## src/rtl/sched_info_dispatcher.sv

```systemverilog
// Round-robin dispatcher of pending scheduling-info entries onto a valid/ready descriptor stream.
// Latency: pending bit at cycle N -> mem_en at N -> out_valid at N+2; one descriptor per 3 cycles at best.
// Backpressure: out_ready low holds the descriptor in OUT; new notifications keep accumulating in pending.
module sched_info_dispatcher #(
    parameter  int MAX_ACCS = 16,
    localparam int ACC_BITS = $clog2(MAX_ACCS)
) (
    input  logic                clk,
    input  logic                rstn,
    input  logic                sched_set_valid,
    input  logic [ACC_BITS-1:0] sched_set_acc,
    output logic [ACC_BITS-1:0] mem_addr,
    output logic                mem_en,
    input  logic [49:0]         mem_dout,
    output logic                out_valid,
    input  logic                out_ready,
    output logic [ACC_BITS-1:0] out_acc,
    output logic [49:0]         out_data,
    output logic [MAX_ACCS-1:0] pending
);

    typedef enum logic [1:0] {IDLE, WAIT, OUT} state_t;

    state_t              state;
    state_t              state_nxt;
    logic [ACC_BITS-1:0] rr_ptr;
    logic [ACC_BITS-1:0] grant;
    logic                grant_vld;
    logic [MAX_ACCS-1:0] set_mask;
    logic [MAX_ACCS-1:0] clr_mask;

    // First pending entry at or above rr_ptr, wrapping past MAX_ACCS-1 back to 0.
    always_comb begin
        int idx;
        idx       = 0;
        grant     = '0;
        grant_vld = 1'b0;
        for (int i = 0; i < MAX_ACCS; i++) begin
            idx = int'(rr_ptr) + i;
            if (idx >= MAX_ACCS) idx = idx - MAX_ACCS;
            if (!grant_vld && pending[idx]) begin
                grant     = ACC_BITS'(idx);
                grant_vld = 1'b1;
            end
        end
    end

    // Decode the notification; indices beyond the table are dropped.
    always_comb begin
        set_mask = '0;
        if (sched_set_valid && (int'(sched_set_acc) < MAX_ACCS)) set_mask[sched_set_acc] = 1'b1;
    end

    // Next-state and read-port control; the read is issued in the grant cycle itself.
    always_comb begin
        state_nxt = state;
        mem_en    = 1'b0;
        mem_addr  = '0;
        clr_mask  = '0;
        case (state)
            IDLE: begin
                if (grant_vld) begin
                    mem_en          = 1'b1;
                    mem_addr        = grant;
                    clr_mask[grant] = 1'b1;
                    state_nxt       = WAIT;
                end
            end
            WAIT:    state_nxt = OUT;
            OUT:     if (out_ready) state_nxt = IDLE;
            default: state_nxt = IDLE;
        endcase
    end

    assign out_valid = (state == OUT);

    // State, pending set (set wins over a same-cycle grant clear), pointer and descriptor registers.
    always_ff @(posedge clk or negedge rstn) begin
        if (!rstn) begin
            state    <= IDLE;
            pending  <= '0;
            rr_ptr   <= '0;
            out_acc  <= '0;
            out_data <= '0;
        end else begin
            state   <= state_nxt;
            pending <= (pending & ~clr_mask) | set_mask;
            if (state == IDLE && grant_vld) begin
                out_acc <= grant;
                rr_ptr  <= (grant == ACC_BITS'(MAX_ACCS - 1)) ? '0 : grant + ACC_BITS'(1);
            end
            if (state == WAIT) out_data <= mem_dout;
        end
    end

endmodule

```

## config.mk

```make
export PLATFORM = sky130hd
export DESIGN_NAME = sched_info_dispatcher
export DESIGN_NICKNAME = d
export VERILOG_FILES = /design/src/rtl/sched_info_dispatcher.sv
export SDC_FILE = /design/constraint.sdc
export NUM_CORES = 1
export LEC_CHECK = 0
export CAP_MARGIN = 15
export CORE_MARGIN = 2
export CORE_UTILIZATION = 51
export DETAILED_ROUTE_END_ITERATION = 12
export PLACE_DENSITY = 0.79
export SLEW_MARGIN = 20
export SYNTH_ARGS = -nofsm -noshare
export SYNTH_HDL_FRONTEND = slang
export SYNTH_SLANG_ARGS = --single-unit
export TNS_END_PERCENT = 10
```

## constraint.sdc

```tcl
create_clock -name clk -period 20.9 [get_ports clk]
set_input_delay 6.27 -clock clk [delete_from_list [all_inputs] [get_ports clk]]
set_output_delay 6.27 -clock clk [all_outputs]
set_load 0.01 [all_outputs]
```

== Yosys cells after proc, flatten, opt, wreduce, memory -nomap -nowiden ==
Index checks and enable logic that the tools add are counted.
Widths: inputs -> output; s select.

* Flip-flop bits (word level): 76
* Latch bits: 0
* RAM bits: 0
* Memory bits (read-only): 0
* Bits of input ports: 58
* Output and inout port bits: 76
* Word-level logic and storage cells: 227
* Memories kept: 0

* Add/subtract/negate cells: 32
* Multipliers: 0
* Divide/modulo/power cells: 0
* Order comparisons: 36
* Equal/unequal tests: 5
* Shift operators: 0
* Mux-type cells: 111
* Bitwise gates (word level): 3
* Reductions and logical operators: 35

{| class="wikitable"
|+ Operators by type and width
! cell !! count
|-
| $lt 32x6->1 const B || 16
|-
| $mux 32 || 16
|-
| $sub 5x5->6 const B || 15
|-
| $mux 4 || 19
|-
| $ge 5x5->1 const B || 15
|-
| $bmux 1 s4 || 16
|-
| $mux 1 || 52
|-
| $mux 16 || 3
|-
| $add 4x4->5 const B || 8
|-
| $add 4x3->5 const B || 4
|-
| $logic_and 1x1->1 || 18
|-
| $and 16x16->16 || 1
|-
| $not 16->16 || 1
|-
| $or 16x16->16 || 1
|-
| $logic_not 1->1 || 15
|-
| $add 4x2->5 const B || 2
|-
| $lt 4x5->1 const B || 2
|-
| $demux 1 s4 || 2
|-
| $ge 4x1->1 const B || 2
|-
| $pmux 2 s3 || 1
|-
| $sub 4x5->6 const B || 1
|-
| $add 4x1->5 const B || 1
|-
| $ge 4x5->1 const B || 1
|-
| $add 4x1->4 const B || 1
|-
| 8 further kinds || 9
|}

== Longest topological paths before layout ==
* Word-level depth: 60
* Depth in mapped cells: 20
* Mapped depth without buffers: 15

== Worst setup path before layout ==
OpenSTA, ideal clock, no wires.

* Path type: register to output
* From: register rr_ptr[1]
* To: output port mem_addr[2]
* Arrival: 4.747 ns
* Data required time: 14.630 ns
* Slack: 9.883 ns
* Cell stages (with the launch flop): 17
* Buffers on the path: 6
* Cell sequence: dfrtp_1 buf_6 buf_6 clkbuf_1 clkinv_1 ha_1 buf_6 mux4_2 mux4_2 or4b_1 clkbuf_1 a31oi_1 o211ai_1 o31ai_1 and2_1 clkbuf_1 nor2_1

* Word-level cells in the longest chain between the ends: 53
* Elaborated cells between the ends (all ways): 175
* Classes of those cells: add/sub: 31; order compare: 16; mux: 98; reduce/logical: 30

{| class="wikitable"
|+ RTL lines
! item !! RTL line !! text
|-
| start, declared || 26 || <nowiki>logic [ACC_BITS-1:0] rr_ptr;</nowiki>
|-
| start signal, assigned || 90 || <nowiki>rr_ptr <= (grant == ACC_BITS'(MAX_ACCS - 1)) ? '0 : grant + ACC_BITS'(1);</nowiki>
|-
| branches (longest 51 deep; another with $sub 5x5->6) || - ||
|-
| $mux 4 * || 62 || <nowiki>if (grant_vld) begin</nowiki>
|-
| $mux 4 * || 60 || <nowiki>case (state)</nowiki>
|-
| end, declared || 12 || <nowiki>output logic [ACC_BITS-1:0] mem_addr,</nowiki>
|}

Mark *: on every way between the ends. The select of a mux whose other input is x is not followed.

== Worst setup path in the final report ==
* From: register rr_ptr[1]
* To: output port mem_addr[0]

* Word-level cells in the longest chain between the ends: 53
* Elaborated cells between the ends (all ways): 175
* Classes of those cells: add/sub: 31; order compare: 16; mux: 98; reduce/logical: 30

{| class="wikitable"
|+ RTL lines
! item !! RTL line !! text
|-
| branches (longest 50 deep; another with $sub 5x5->6) || - ||
|-
| $mux 4 * || 41 || <nowiki>if (!grant_vld && pending[idx]) begin</nowiki>
|-
| named net grant[0] || 27 || <nowiki>logic [ACC_BITS-1:0] grant;</nowiki>
|-
| $mux 4 * || 62 ||
|-
| $mux 4 * || 60 ||
|}

Mark *: on every way through the listed nets, which the timed path passes. The select of a mux whose other input is x is not followed.

==> impl_metrics.json <==
{
  "clock_sinks": 76,
  "yosysWarnings": 0,
  "drv_slew": 0,
  "cts.path.max_buffers": 2,
  "crit_fanout": 32,
  "drc": 0,
  "fmax_ghz": 0.08228,
  "drtAntennaViolNets": 0,
  "min-delay-start": "out_acc[0]",
  "setup_viol": 0,
  "ff2ff_setup_slack_ns": 14.84,
  "status": "complete, no violations",
  "grt.total_usage_pct": 29.66,
  "die-area_um2": 11540,
  "first_pass_iters": 5,
  "ys_seq_elements": 76,
  "synth_edf_count": 0,
  "r2r-end": "rr_ptr[3]",
  "first_iter_violations": 368,
  "period_needed_ns": 12.15,
  "wl_met2_um": 7928,
  "syn-num-nets": 545,
  "synth_area_per_cell_um2": 11.46,
  "crit_path_end_kind": "primary output",
  "route.vias.total": 4757,
  "holdPathStages": 1,
  "hpwl_um": 11950,
  "start_util_pct": 52.59,
  "wl_per_cell_um": 22.34,
  "syn-cell-area_um2": 5454,
  "std_cell_rows": 37,
  "timing.rr.start": "rr_ptr[1]",
  "drive_gt1_share_pct": 22.68,
  "fin_nets": 668,
  "hold_viol_final": 0,
  "reg2regPathDepth": 13,
  "cp_cell_sequence": "buf_4 -> clkinv_1 -> ha_1 -> mux4_2 -> mux2_2 -> mux2i_2 -> nand3_4 -> nor4b_4 -> nand3_1 -> a31oi_1 -> o31a_2 -> inv_2 -> nor2_1 -> clkdlybuf4s50_1",
  "synthCells": 476,
  "synth_compound_area_share_pct": 13.54,
  "die_w_um": 107.4,
  "slew_headroom_pct": 37.85,
  "ios": 134,
  "synthArstFlopShare_pct": 100.0,
  "period_share_pct": 58.15,
  "clock_latency_ns": 0.35,
  "clock_tree.root_cell": "clkbuf_8",
  "n_antenna_cell": 0,
  "htree_levels": 3,
  "cap_violations": 0,
  "cts_tree": "yes",
  "cp.arrival_ns": 5.88,
  "grt_pass1_vias": 5010,
  "gr-total-overflow": 0,
  "antenna_found_initial": 0,
  "synth_top_family_by_area": "multiplexers",
  "wl_met1_um": 6238,
  "top_layer": "met4",
  "ctsHoldBuffers": 0,
  "slowest_stage": "ha_1",
  "ys.flop_type": "dfrtp_1",
  "synth_adder_area_share_pct": 2.524,
  "n_fill_cell": 792,
  "vias_per_cell": 6.428,
  "synthSimpleGateAreaFrac_pct": 11.08,
  "crit_type": "register to primary output",
  "grt_max_degree": 77,
  "hold_class": "register to register",
  "yosysSeqAreaShare_pct": 34.87,
  "tns_ns": 0,
  "clk_pin_slew_ns": 0.08,
  "synth_cell_type_count": 69,
  "cp_num_buf_inv": 4,
  "rsz0062_at_grt": "false",
  "path_delay_family": "buffers and inverters",
  "min_to": "out_acc[0]",
  "wl_met3_um": 1827,
  "ctsResizeCount": 0,
  "required_ns": 14.63,
  "worstMarginPinSlew_ns": 0.9322,
  "dieHeight_um": 107.4,
  "coreArea_um2": 10370,
  "synthMuxAreaShare_pct": 32.94,
  "grt_pass1_wl_um": 26410,
  "port_buffers": 133,
  "gp_congestion": 0.9538,
  "drt_wl_total_um": 16530,
  "skew_ns": 0.006607,
  "critPathMaxStageDelay_ns": 0.80,
  "worstSetupStartpointType": "register",
  "cts_setup_buffers": 0,
  "area_delta_synth_final_pct": 30.26,
  "synth-xor-area-share_pct": 1.445,
  "cts_buffers": 9
}
[sequential cells by signal, summed over array words and instances, names as in the netlist]
register and cells:
out_acc 4, out_data 50, pending 16, rr_ptr 4
state 2
[cell usage after synthesis, drive strengths merged (12+ instances only)]
master,count,area share [%]
dfrtp,76,35
mux2,67,14
mux4,34,14
nand2,30,2.1
mux2i,23,4.7
o21ai,23,2.2
nor2,22,1.5
clkbuf,15,1.0
inv,14,0.96
nand2b,12,1.4
[worst max-delay path by stage]
stage / from / depth (start not counted) / to / slack (ns)
after floorplan: rr_ptr[1] / 16 / mem_addr[2] / 9.88
after global placement: rr_ptr[1] / 13 / mem_addr[2] / 9.31
after detailed placement: rr_ptr[1] / 14 / mem_addr[0] / 9.20
after CTS: rr_ptr[1] / 13 / mem_addr[2] / 8.79
after global routing: rr_ptr[1] / 14 / mem_addr[0] / 8.32
final: rr_ptr[1] / 14 / mem_addr[0] / 8.75
[layout make-up]
| class | count | area (um^2) | area share [%] |
|---|---|---|---|
| Timing Repair Buffer | 138 | 1379 | 19.41 |
| Sequential cell | 76 | 1902 | 26.77 |
| Inverter | 16 | 60.06 | 0.8454 |
| Clock buffer | 12 | 165.2 | 2.325 |
| Tap cell | 136 | 170.2 | 2.395 |
| Multi-Input combinational cell | 358 | 3358 | 47.27 |
| Clock inverter | 4 | 70.07 | 0.9863 |
[per-stage QoR]
step	util [%]	worst slack, ns	cells	cell area, um^2	hold slack (ns)
after detailed placement	66.24	9.204	724	6869	0.4688
after CTS	68.51	8.795	740	7104	0.4885
final	68.51	8.747	740	7104	0.4848
after global placement	66.05	9.309	723	6849	0.4626
after global routing	68.51	8.316	740	7104	0.5107
after floorplan	-	9.883	476	5454	0.5185
[metal layers]
layer	GRT usage, %	vias up
met5	0	-
met2	47.74	279
li1	-	2090
met4	12.09	0
met1	36.29	2343
met3	10.77	45
[placed cells by master (no fill, tap or decap), drive strengths merged, types with 4 or more instances in the layout]
master and n:
clkdlybuf4s50 132, dfrtp 76, mux2 67, mux4 34, nand2 30, mux2i 23
o21ai 23, nor2 22, inv 14, clkbuf 12, nand2b 12, o31ai 11
ha 11, a21oi 10, nand4 9, o2bb2ai 8, nand3 8, nor3 7
o211ai 6, a21o 6, buf 6, xnor2 5, xor2 4, a31oi 4
a211oi 4, o22ai 4, nand3b 4, clkinv 4
[cells by family (layout without fill, tap and decap cells)]
logic type      count (synthesis)  count (layout)
fa+ha+maj                      11              11
xor+xnor                        9               9
mux                           124             124
flops                          76              76
buf+inv                        42             170
compound gates                104             104
simple gates                  110             110
Power is not shown: default switching activity piles up to over one toggle a cycle in this logic, so the estimate is an artifact.
